`src/rtl/mem_bus_arbiter_if.sv`:
```
// Shared memory bus bundle: two requesting masters on one side, three slaves on the other.
// The arbiter connects through 'master' (it masters the slave bus); the surrounding system uses 'slave'.
interface mem_bus_arbiter_if;
  logic [31:0] m0_address;
  logic [31:0] m1_address;
  logic        m0_rw_req;
  logic        m1_rw_req;
  logic        m0_rw;
  logic        m1_rw;
  logic [31:0] m0_write_data;
  logic [31:0] m1_write_data;
  logic [1:0]  m0_size;
  logic [1:0]  m1_size;
  logic [31:0] m0_read_data;
  logic [31:0] m1_read_data;
  logic        m0_rec;
  logic        m1_rec;
  logic        m0_err;
  logic        m1_err;

  logic [31:0] s_address;
  logic        s_rw;
  logic [31:0] s_write_data;
  logic [1:0]  s_size;
  logic        s_mem_rw_req;
  logic        s_dram_rw_req;
  logic        s_per_rw_req;
  logic [31:0] s_mem_read_data;
  logic [31:0] s_dram_read_data;
  logic [31:0] s_per_read_data;
  logic        s_mem_valid;
  logic        s_dram_valid;
  logic        s_per_valid;

  modport master (
    input  m0_address, m1_address, m0_rw_req, m1_rw_req, m0_rw, m1_rw,
           m0_write_data, m1_write_data, m0_size, m1_size,
           s_mem_read_data, s_dram_read_data, s_per_read_data,
           s_mem_valid, s_dram_valid, s_per_valid,
    output m0_read_data, m1_read_data, m0_rec, m1_rec, m0_err, m1_err,
           s_address, s_rw, s_write_data, s_size,
           s_mem_rw_req, s_dram_rw_req, s_per_rw_req
  );

  modport slave (
    output m0_address, m1_address, m0_rw_req, m1_rw_req, m0_rw, m1_rw,
           m0_write_data, m1_write_data, m0_size, m1_size,
           s_mem_read_data, s_dram_read_data, s_per_read_data,
           s_mem_valid, s_dram_valid, s_per_valid,
    input  m0_read_data, m1_read_data, m0_rec, m1_rec, m0_err, m1_err,
           s_address, s_rw, s_write_data, s_size,
           s_mem_rw_req, s_dram_rw_req, s_per_rw_req
  );
endinterface

```
`src/rtl/mem_bus_arbiter.sv`:
```
// Two-master round-robin arbiter for the CPU memory bus with address decode to mem/dram/per
// slaves and a per-transaction timeout so a dead slave cannot hang the bus.
module mem_bus_arbiter #(
  parameter logic [31:0] BRAM_TOP = 32'h0001_0000,
  parameter int unsigned TIMEOUT  = 1023,
  parameter logic [31:0] ERR_DATA = 32'hDEADBEEF
) (
  input  logic              mclk,
  input  logic              reset,
  mem_bus_arbiter_if.master bus,
  output logic              busy
);
  localparam int unsigned      CNT_W    = 16;
  localparam logic [CNT_W-1:0] CNT_LAST = CNT_W'(TIMEOUT - 1);

  typedef enum logic [1:0] {ST_IDLE, ST_ACTIVE, ST_RELEASE} state_e;
  typedef enum logic [1:0] {SEL_MEM, SEL_DRAM, SEL_PER} sel_e;

  state_e           state_q, state_d;
  sel_e             sel_q, sel_d, sel_c;
  logic             owner_q, owner_d;
  logic             last_q, last_d;
  logic [CNT_W-1:0] cnt_q, cnt_d;
  logic [31:0]      s_addr_q, s_addr_d;
  logic [31:0]      s_wdata_q, s_wdata_d;
  logic             s_rw_q, s_rw_d;
  logic [1:0]       s_size_q, s_size_d;
  logic [2:0]       s_req_q, s_req_d;
  logic [31:0]      rd0_q, rd0_d, rd1_q, rd1_d;
  logic [1:0]       rec_q, rec_d, err_q, err_d;
  logic             busy_q, busy_d;

  logic             req_any_c, grant_c, valid_c, timeout_c;
  logic [31:0]      gaddr_c, sdata_c;

  assign req_any_c = bus.m0_rw_req | bus.m1_rw_req;
  // On a tie the master that did not win last time is granted.
  assign grant_c   = (bus.m0_rw_req & bus.m1_rw_req) ? ~last_q : bus.m1_rw_req;
  assign gaddr_c   = grant_c ? bus.m1_address : bus.m0_address;
  assign timeout_c = (cnt_q == CNT_LAST);

  // Slave decode of the address being granted.
  always_comb begin
    sel_c = SEL_DRAM;
    if (gaddr_c[31])              sel_c = SEL_PER;
    else if (gaddr_c < BRAM_TOP)  sel_c = SEL_MEM;
  end

  // Only the decoded slave's completion and data are observed.
  always_comb begin
    valid_c = 1'b0;
    sdata_c = '0;
    case (sel_q)
      SEL_MEM:  begin valid_c = bus.s_mem_valid;  sdata_c = bus.s_mem_read_data;  end
      SEL_DRAM: begin valid_c = bus.s_dram_valid; sdata_c = bus.s_dram_read_data; end
      SEL_PER:  begin valid_c = bus.s_per_valid;  sdata_c = bus.s_per_read_data;  end
      default:  ;
    endcase
  end

  always_ff @(posedge mclk) begin
    if (reset) state_q <= ST_IDLE;
    else       state_q <= state_d;
  end

  always_comb begin
    state_d = state_q;
    case (state_q)
      ST_IDLE:    if (req_any_c) state_d = ST_ACTIVE;
      ST_ACTIVE:  if (valid_c | timeout_c) state_d = ST_RELEASE;
      ST_RELEASE: state_d = ST_IDLE;
      default:    state_d = ST_IDLE;
    endcase
  end

  always_comb begin
    sel_d     = sel_q;
    owner_d   = owner_q;
    last_d    = last_q;
    cnt_d     = cnt_q;
    s_addr_d  = s_addr_q;
    s_wdata_d = s_wdata_q;
    s_rw_d    = s_rw_q;
    s_size_d  = s_size_q;
    s_req_d   = s_req_q;
    rd0_d     = '0;
    rd1_d     = '0;
    rec_d     = 2'b00;
    err_d     = 2'b00;
    busy_d    = (state_d != ST_IDLE);
    case (state_q)
      ST_IDLE: begin
        if (req_any_c) begin
          owner_d   = grant_c;
          last_d    = grant_c;
          sel_d     = sel_c;
          cnt_d     = '0;
          s_addr_d  = gaddr_c;
          s_wdata_d = grant_c ? bus.m1_write_data : bus.m0_write_data;
          s_rw_d    = grant_c ? bus.m1_rw : bus.m0_rw;
          s_size_d  = grant_c ? bus.m1_size : bus.m0_size;
          case (sel_c)
            SEL_MEM:  s_req_d = 3'b001;
            SEL_DRAM: s_req_d = 3'b010;
            SEL_PER:  s_req_d = 3'b100;
            default:  s_req_d = 3'b000;
          endcase
        end
      end
      ST_ACTIVE: begin
        cnt_d = cnt_q + CNT_W'(1);
        // A valid on the timeout cycle still completes normally.
        if (valid_c | timeout_c) begin
          s_req_d         = 3'b000;
          rec_d[owner_q]  = 1'b1;
          err_d[owner_q]  = ~valid_c;
          if (owner_q) rd1_d = valid_c ? sdata_c : ERR_DATA;
          else         rd0_d = valid_c ? sdata_c : ERR_DATA;
        end
      end
      ST_RELEASE: begin
        cnt_d   = '0;
        s_req_d = 3'b000;
      end
      default: s_req_d = 3'b000;
    endcase
  end

  always_ff @(posedge mclk) begin
    if (reset) begin
      sel_q     <= SEL_MEM;
      owner_q   <= 1'b0;
      last_q    <= 1'b1;
      cnt_q     <= '0;
      s_addr_q  <= '0;
      s_wdata_q <= '0;
      s_rw_q    <= 1'b0;
      s_size_q  <= '0;
      s_req_q   <= '0;
      rd0_q     <= '0;
      rd1_q     <= '0;
      rec_q     <= '0;
      err_q     <= '0;
      busy_q    <= 1'b0;
    end else begin
      sel_q     <= sel_d;
      owner_q   <= owner_d;
      last_q    <= last_d;
      cnt_q     <= cnt_d;
      s_addr_q  <= s_addr_d;
      s_wdata_q <= s_wdata_d;
      s_rw_q    <= s_rw_d;
      s_size_q  <= s_size_d;
      s_req_q   <= s_req_d;
      rd0_q     <= rd0_d;
      rd1_q     <= rd1_d;
      rec_q     <= rec_d;
      err_q     <= err_d;
      busy_q    <= busy_d;
    end
  end

  assign bus.s_address     = s_addr_q;
  assign bus.s_write_data  = s_wdata_q;
  assign bus.s_rw          = s_rw_q;
  assign bus.s_size        = s_size_q;
  assign bus.s_mem_rw_req  = s_req_q[0];
  assign bus.s_dram_rw_req = s_req_q[1];
  assign bus.s_per_rw_req  = s_req_q[2];
  assign bus.m0_read_data  = rd0_q;
  assign bus.m1_read_data  = rd1_q;
  assign bus.m0_rec        = rec_q[0];
  assign bus.m1_rec        = rec_q[1];
  assign bus.m0_err        = err_q[0];
  assign bus.m1_err        = err_q[1];
  assign busy              = busy_q;
endmodule

```
`src/flat_wrapper.sv`:
```
// flat-port wrapper written by rule: the top's interface ports become plain ports
module mem_bus_arbiter_flat 
#(
  parameter logic [31:0] BRAM_TOP = 32'h0001_0000,
  parameter int unsigned TIMEOUT  = 1023,
  parameter logic [31:0] ERR_DATA = 32'hDEADBEEF
)
  (mclk, reset, busy, bus_m0_address, bus_m1_address, bus_m0_rw_req, bus_m1_rw_req, bus_m0_rw, bus_m1_rw, bus_m0_write_data, bus_m1_write_data, bus_m0_size, bus_m1_size, bus_s_mem_read_data, bus_s_dram_read_data, bus_s_per_read_data, bus_s_mem_valid, bus_s_dram_valid, bus_s_per_valid, bus_m0_read_data, bus_m1_read_data, bus_m0_rec, bus_m1_rec, bus_m0_err, bus_m1_err, bus_s_address, bus_s_rw, bus_s_write_data, bus_s_size, bus_s_mem_rw_req, bus_s_dram_rw_req, bus_s_per_rw_req);
  mem_bus_arbiter_if bus_i ();
  input  logic mclk;
  input  logic reset;
  output logic busy;
  input wire logic [$bits(bus_i.m0_address)-1:0] bus_m0_address;
  input wire logic [$bits(bus_i.m1_address)-1:0] bus_m1_address;
  input wire logic [$bits(bus_i.m0_rw_req)-1:0] bus_m0_rw_req;
  input wire logic [$bits(bus_i.m1_rw_req)-1:0] bus_m1_rw_req;
  input wire logic [$bits(bus_i.m0_rw)-1:0] bus_m0_rw;
  input wire logic [$bits(bus_i.m1_rw)-1:0] bus_m1_rw;
  input wire logic [$bits(bus_i.m0_write_data)-1:0] bus_m0_write_data;
  input wire logic [$bits(bus_i.m1_write_data)-1:0] bus_m1_write_data;
  input wire logic [$bits(bus_i.m0_size)-1:0] bus_m0_size;
  input wire logic [$bits(bus_i.m1_size)-1:0] bus_m1_size;
  input wire logic [$bits(bus_i.s_mem_read_data)-1:0] bus_s_mem_read_data;
  input wire logic [$bits(bus_i.s_dram_read_data)-1:0] bus_s_dram_read_data;
  input wire logic [$bits(bus_i.s_per_read_data)-1:0] bus_s_per_read_data;
  input wire logic [$bits(bus_i.s_mem_valid)-1:0] bus_s_mem_valid;
  input wire logic [$bits(bus_i.s_dram_valid)-1:0] bus_s_dram_valid;
  input wire logic [$bits(bus_i.s_per_valid)-1:0] bus_s_per_valid;
  output wire logic [$bits(bus_i.m0_read_data)-1:0] bus_m0_read_data;
  output wire logic [$bits(bus_i.m1_read_data)-1:0] bus_m1_read_data;
  output wire logic [$bits(bus_i.m0_rec)-1:0] bus_m0_rec;
  output wire logic [$bits(bus_i.m1_rec)-1:0] bus_m1_rec;
  output wire logic [$bits(bus_i.m0_err)-1:0] bus_m0_err;
  output wire logic [$bits(bus_i.m1_err)-1:0] bus_m1_err;
  output wire logic [$bits(bus_i.s_address)-1:0] bus_s_address;
  output wire logic [$bits(bus_i.s_rw)-1:0] bus_s_rw;
  output wire logic [$bits(bus_i.s_write_data)-1:0] bus_s_write_data;
  output wire logic [$bits(bus_i.s_size)-1:0] bus_s_size;
  output wire logic [$bits(bus_i.s_mem_rw_req)-1:0] bus_s_mem_rw_req;
  output wire logic [$bits(bus_i.s_dram_rw_req)-1:0] bus_s_dram_rw_req;
  output wire logic [$bits(bus_i.s_per_rw_req)-1:0] bus_s_per_rw_req;
  assign bus_i.m0_address = bus_m0_address;
  assign bus_i.m1_address = bus_m1_address;
  assign bus_i.m0_rw_req = bus_m0_rw_req;
  assign bus_i.m1_rw_req = bus_m1_rw_req;
  assign bus_i.m0_rw = bus_m0_rw;
  assign bus_i.m1_rw = bus_m1_rw;
  assign bus_i.m0_write_data = bus_m0_write_data;
  assign bus_i.m1_write_data = bus_m1_write_data;
  assign bus_i.m0_size = bus_m0_size;
  assign bus_i.m1_size = bus_m1_size;
  assign bus_i.s_mem_read_data = bus_s_mem_read_data;
  assign bus_i.s_dram_read_data = bus_s_dram_read_data;
  assign bus_i.s_per_read_data = bus_s_per_read_data;
  assign bus_i.s_mem_valid = bus_s_mem_valid;
  assign bus_i.s_dram_valid = bus_s_dram_valid;
  assign bus_i.s_per_valid = bus_s_per_valid;
  assign bus_m0_read_data = bus_i.m0_read_data;
  assign bus_m1_read_data = bus_i.m1_read_data;
  assign bus_m0_rec = bus_i.m0_rec;
  assign bus_m1_rec = bus_i.m1_rec;
  assign bus_m0_err = bus_i.m0_err;
  assign bus_m1_err = bus_i.m1_err;
  assign bus_s_address = bus_i.s_address;
  assign bus_s_rw = bus_i.s_rw;
  assign bus_s_write_data = bus_i.s_write_data;
  assign bus_s_size = bus_i.s_size;
  assign bus_s_mem_rw_req = bus_i.s_mem_rw_req;
  assign bus_s_dram_rw_req = bus_i.s_dram_rw_req;
  assign bus_s_per_rw_req = bus_i.s_per_rw_req;
  mem_bus_arbiter #(.BRAM_TOP(BRAM_TOP), .TIMEOUT(TIMEOUT), .ERR_DATA(ERR_DATA)) u_core (.mclk(mclk), .reset(reset), .bus(bus_i), .busy(busy));
endmodule
```
`config.mk`:
```
export PLATFORM = sky130hd
export DESIGN_NAME = mem_bus_arbiter_flat
export DESIGN_NICKNAME = d
export VERILOG_FILES = /design/src/rtl/mem_bus_arbiter_if.sv /design/src/rtl/mem_bus_arbiter.sv /design/src/flat_wrapper.sv
export SDC_FILE = /design/constraint.sdc
export NUM_CORES = 1
export LEC_CHECK = 0
export CAP_MARGIN = 20
export CORE_AREA = 2 2 144 146
export CTS_BUF_LIST = sky130_fd_sc_hd__clkbuf_4 sky130_fd_sc_hd__clkbuf_8
export DETAILED_ROUTE_END_ITERATION = 6
export DIE_AREA = 0 0 146 148
export GPL_TIMING_DRIVEN = 0
export MAX_ROUTING_LAYER = met4
export PLACE_DENSITY = 0.79
export SLEW_MARGIN = 0
export SYNTH_ARGS = -nofsm -noshare
export SYNTH_HDL_FRONTEND = slang
export SYNTH_SLANG_ARGS = --single-unit
```
`constraint.sdc`:
```
create_clock -name mclk -period 1.63 [get_ports mclk]
set_input_delay 0.326 -clock mclk [delete_from_list [all_inputs] [get_ports mclk]]
set_output_delay 0.326 -clock mclk [all_outputs]
set_load 0.01 [all_outputs]
```
# Yosys cells after proc, flatten, opt, wreduce, memory -nomap -nowiden
# Index checks and enable logic that the tools add are counted.
[word_totals]
ff_bits = 161
inputBits = 237
out_inout_bits = 139
wordCells = 70
[classes]
add_sub_neg = 1
n_lt_le_gt_ge = 3
eq_ne = 9
muxes = 21
bitwise = 9
reduce_logical = 12
[ops]
columns = ["op", "count"]
rows = [
  ["2-to-1 mux 32 bit", 3],
  ["one-hot mux 32 bit (3 select lines)", 1],
  ["one-hot mux 16 bit (3 select lines)", 1],
  ["< comparator 32 x 17 -> 1 bit, second input constant", 1],
  ["adder 16 x 1 -> 16 bit, second input constant", 1],
  ["equality test 16 x 10 -> 1 bit, second input constant", 1],
  ["2-to-1 mux 16 bit", 1],
  ["one-hot mux 3 bit (3 select lines)", 1],
  ["2-to-1 mux 2 bit", 4],
  ["OR reduction 4 bit", 2],
  ["equality test 2 x 1 -> 1 bit, second input constant", 3],
  ["equality test 2 bit, second input constant", 3],
  ["logical NOT 2 bit", 3],
  ["2-to-1 mux 3 bit", 2],
  ["one-hot mux 3 bit (2 select lines)", 1],
  ["AND reduction 2 bit", 3],
  ["NOT 1 bit", 5],
  ["2-to-1 mux 1 bit", 4],
  ["!= test 2 x 1 -> 1 bit, second input constant", 2],
  ["one-hot mux 2 bit (2 select lines)", 1],
  ["one-hot mux 1 bit (3 select lines)", 1],
  ["nonzero test 3 bit", 1],
  ["OR reduction 3 bit", 1],
  ["AND 2 bit", 1],
  ["7 further kinds", 8],
]

# Logic depth before layout (Yosys ltp)
[logic_depth]
ltp_word = 10
depth_mapped = 9
mapped_depth_nobuf = 7

# Worst setup path before layout
# Ideal clock, no wire load.
[synth_timing]
kind = "flip-flop to flip-flop"
start = "reg u_core.cnt_q[1]"
end = "reg u_core.rd0_q[14], in the netlist u_core.bus.m0_read_data[14]"
setup_ps = 63
arrival_time_ps = 1697
t_required_ps = 1567
setup_slack_ps = -130
path_stages_with_launch = 9
path_buffers = 2
synth_period_minus_slack_ps = 1760
cell_sequence = "dfxtp_1 -> ha_1 -> nor4b_1 -> and3_1 -> a21oi_1 -> or3_1 -> buf_2 -> buf_6 -> nor2_2"
[synth_via]
elab_chain_cells = 4
[synth_lines]
columns = ["element", "line", "rtl"]
rows = [
  ["start: declaration", "mem_bus_arbiter.sv:23", "logic [CNT_W-1:0] cnt_q, cnt_d;"],
  ["start signal: assignment", "mem_bus_arbiter.sv:149", "cnt_q <= cnt_d;"],
  ["equality test 16 x 10 -> 1 bit", "mem_bus_arbiter.sv:40", "assign timeout_c = (cnt_q == CNT_LAST);"],
  ["OR 1 bit", "mem_bus_arbiter.sv:113", "if (valid_c | timeout_c) begin"],
  ["NOT 1 bit (no source line)", "n/a", ""],
  ["OR reduction 4 bit (no source line)", "n/a", ""],
  ["end signal: assignment", "mem_bus_arbiter.sv:155", "rd0_q <= rd0_d;"],
  ["end: declaration", "mem_bus_arbiter.sv:29", "logic [31:0] rd0_q, rd0_d, rd1_q, rd1_d;"],
]
# No other way between the ends.
# A chain may end at the register's enable or synchronous reset.

# Worst setup path after layout
[layout_timing]
start = "reg u_core.cnt_q[0]"
end = "reg u_core.rd0_q[5], in the netlist u_core.bus.m0_read_data[5]"
# The elaborated chain is that of the path after synthesis.

==> impl_metrics.yaml <==
finish:
  ff_latch_area_um2: 3223
  syn2layout_area_growth_pct: 79.53
  final_area_um2: 12110
  mostFrequentLayoutCell: "clkdlybuf4s50_1"
  fin_util_pct: 60.41
  fin_nets: 1388
  drive_gt1_share_pct: 19.10
  most-common-layout-cells: "clkdlybuf4s50_1, dfxtp_1, nor2_1, dlygate4sd2_1, mux2i_1"
  multi_input_area_um2: 3817
  nFillCells: 1728
clocking:
  cts_tree: "built"
  clock-sinks: 160
  ctsHtreeMaxLevel: 4
  cts_buffers: 17
  insertion_delay_ns: 0.44
  cts-root-buf: "clkbuf_8"
  clk_pin_slew_ns: 0.10
  clockBufferDepth: 2
outcome:
  violations: "negative setup slack"
  status: "finished, violations left"
place:
  dpl_cell_area_um2: 10860
  port_buffers: 374
  dpl.hpwl_um: 20640
  place.gp.congestion: 0.9285
yosys:
  synth_edf_count: 0
  yosysWarnings: 0
  syn_area_um2: 6743
  synth-seq-cells: 160
  synthFlopType: "dfxtp_1"
  synthesis.nets: 978
  yosys.area.top_type: "dfxtp_1"
  synth.area.top_cells: "dfxtp_1, mux2i_1, a211oi_1, nor2_1, nor2_2"
  avgSynthCellArea_um2: 9.124
  netlist.area_leader.share_pct: 47.50
  async_flop_share_pct: 0
  synthCells: 739
  seq_area_frac_synth_pct: 47.50
  ys_types: 38
grt:
  grt_max_degree: 17
  grt_first_pass_wirelength_um: 40100
  grt_use_total_pct: 24.87
  grt_pass1_vias: 7231
  antenna_found_initial: 2
  grt_remaining_overflow: 0
routing:
  wirelength_um: 27480
  vias: 7174
  viasPerCell: 5.003
  first_pass_iters: 5
  wire_per_inst_um: 19.16
  drc: 0
  ant_nets: 0
  drtIter0Drc: 240
setup_path:
  crit_fanout: 10
  critical_path_class: "reg -> reg"
  cp-end-kind: "register"
  cp-start-kind: "register"
  worstPathArrival_ns: 2.18
  required_ns: 2.00
timing:
  timing.final.crit_share_pct: 111.1
  drv_slew: 0
  fin_skew_ns: 0.01242
  period_needed_ns: 1.812
  layout_setup_ws_ns: -0.1817
  timing.fmax_mhz: 552.0
  setup_viol: 69
  rsz0062_at_grt: "true"
  hold_viol_final: 0
  slew_headroom_pct: 58.68
  worst_slew_pin_slew_ns: 0.6198
floorplan:
  dieArea_um2: 21610
  initial_core_util_pct: 33.65
  num_rows: 52
  core-area_um2: 20040
  die_y_um: 148
  ioPinCount: 376
  die_x_um: 146
hold_path:
  hp-class: "reg -> reg"
power_and_ir_drop:
  ir_drop_v: 0.0005461
  leakage_nw: 5.465
  power_density_nw_per_um2: 866.4
flow_run:
  maxCapViolCount: 0
-- routing by layer --
metal	track usage [%]	share of wire (%)	up-vias
li1	-	-	3432
met1	25.60	36	3329
met2	45.33	53	349
met3	4.722	6.4	64
met4	12.62	4.6	0
met5	-	0	-
-- worst max-delay path, stage by stage (launching register included) --
cell and delay, ns:
dfxtp_4 0.35, inv_2 0.06, ha_4 0.12, nor4b_4 0.17, and3_4 0.23, a21oi_2 0.06
or3_4 0.44, buf_12 0.19, nor2_2 0.11
-- where the power goes --
part / total (W) / switching (W) / internal [W] / leakage, nW
clock network: 0.00307 / 0.00161 / 0.00146 / 0.203
logic: 0.00309 / 0.00161 / 0.00148 / 3.95
registers: 0.00433 / 0.000134 / 0.00420 / 1.32
-- registers in the layout (all words and copies together) (netlist names), 2 cells and up --
signal / count
u_core.rec_q: 2
u_core.s_req_q: 3
u_core.state_q: 2
u_core.bus.m1_read_data: 32
u_core.bus.s_size: 2
u_core.cnt_q: 16
u_core.bus.s_write_data: 32
u_core.bus.m0_read_data: 32
u_core.err_q: 2
u_core.bus.s_address: 32
-- cells in the mapped netlist, types with 3 or more instances --
| library cell | count |
|---|---|
| nand2_1 | 28 |
| buf_6 | 3 |
| nor2_2 | 29 |
| dfxtp_1 | 160 |
| mux2i_1 | 101 |
| a31oi_1 | 5 |
| nor4_1 | 10 |
| clkbuf_1 | 37 |
| nand3_1 | 7 |
| a311oi_1 | 3 |
| a22oi_1 | 3 |
| nand4_1 | 5 |
| buf_2 | 14 |
| inv_1 | 5 |
| o21ai_0 | 23 |
| a21oi_1 | 15 |
| a211oi_1 | 93 |
| and2_1 | 3 |
| nor2_1 | 160 |
| buf_4 | 4 |
| nor3_1 | 7 |
| and3_1 | 3 |
-- final cells by class --
cell class	instances	share of cell area [%]
plain buffers	57	3.700
clock buffers	19	2.109
well taps	270	2.791
clock inverters	13	1.261
multi-input cells	515	31.53
flip-flops and latches	160	26.63
inverters	5	0.1550
diodes	2	0.04134
repair buffers	393	31.78
-- final timing paths --
| kind | startpoint | end | depth (start not counted) | slack (ns) |
|---|---|---|---|---|
| setup reg to reg | u_core.cnt_q[0]$_SDFFE_PP0P_ | u_core.bus.m0_read_data[5]$_SDFF_PP0_ | 8 | -0.18 |
| hold reg to reg | u_core.s_req_q[0]$_SDFFE_PP0P_ | u_core.s_req_q[0]$_SDFFE_PP0P_ | 2 | 0.48 |
| setup / recovery | u_core.cnt_q[0]$_SDFFE_PP0P_ | u_core.bus.m0_read_data[5]$_SDFF_PP0_ | 8 | -0.18 |
| hold / removal | u_core.s_req_q[0]$_SDFFE_PP0P_ | u_core.s_req_q[0]$_SDFFE_PP0P_ | 2 | 0.48 |
-- per-stage QoR --
| stage | total power, W | hold WS, ns | TNS (ns) | std cells | setup WS [ns] |
|---|---|---|---|---|---|
| after global placement | 0.007240 | 0.4437 | -95.10 | 1383 | -0.9477 |
| after CTS | 0.01039 | 0.4843 | -6.071 | 1429 | -0.1592 |
| after floorplan | 0.005725 | 0.4302 | -2.536 | 739 | -0.08596 |
| final | 0.01049 | 0.4848 | -8.215 | 1434 | -0.1817 |
| after detailed placement | 0.007283 | 0.4695 | -98.70 | 1383 | -0.9870 |
| after global routing | 0.01096 | 0.5098 | -12.92 | 1434 | -0.2428 |
-- cell families (layout without fill, tap and decap cells) --
family | after synthesis | count (layout) | share of synthesized area (%)
flops | 160 | 160 | 47.50
simple gates | 263 | 263 | 17.42
mux | 101 | 101 | 14.99
buf+inv | 64 | 487 | 4.379
fa+ha+maj | 2 | 2 | 0.3711
other cells | 0 | 2 | 0
compound gates | 149 | 149 | 15.33
-- repair_timing --
action,CTS,global route
endpoints found under the hold margin,0,0
pin swaps,10,4
hold buffers,0,0
resized for setup,246,102
gates cloned,2,2
endpoints found under the setup margin,270,171
buffers inserted,13,2
No activity file was read; power rests on OpenSTA's default activity.
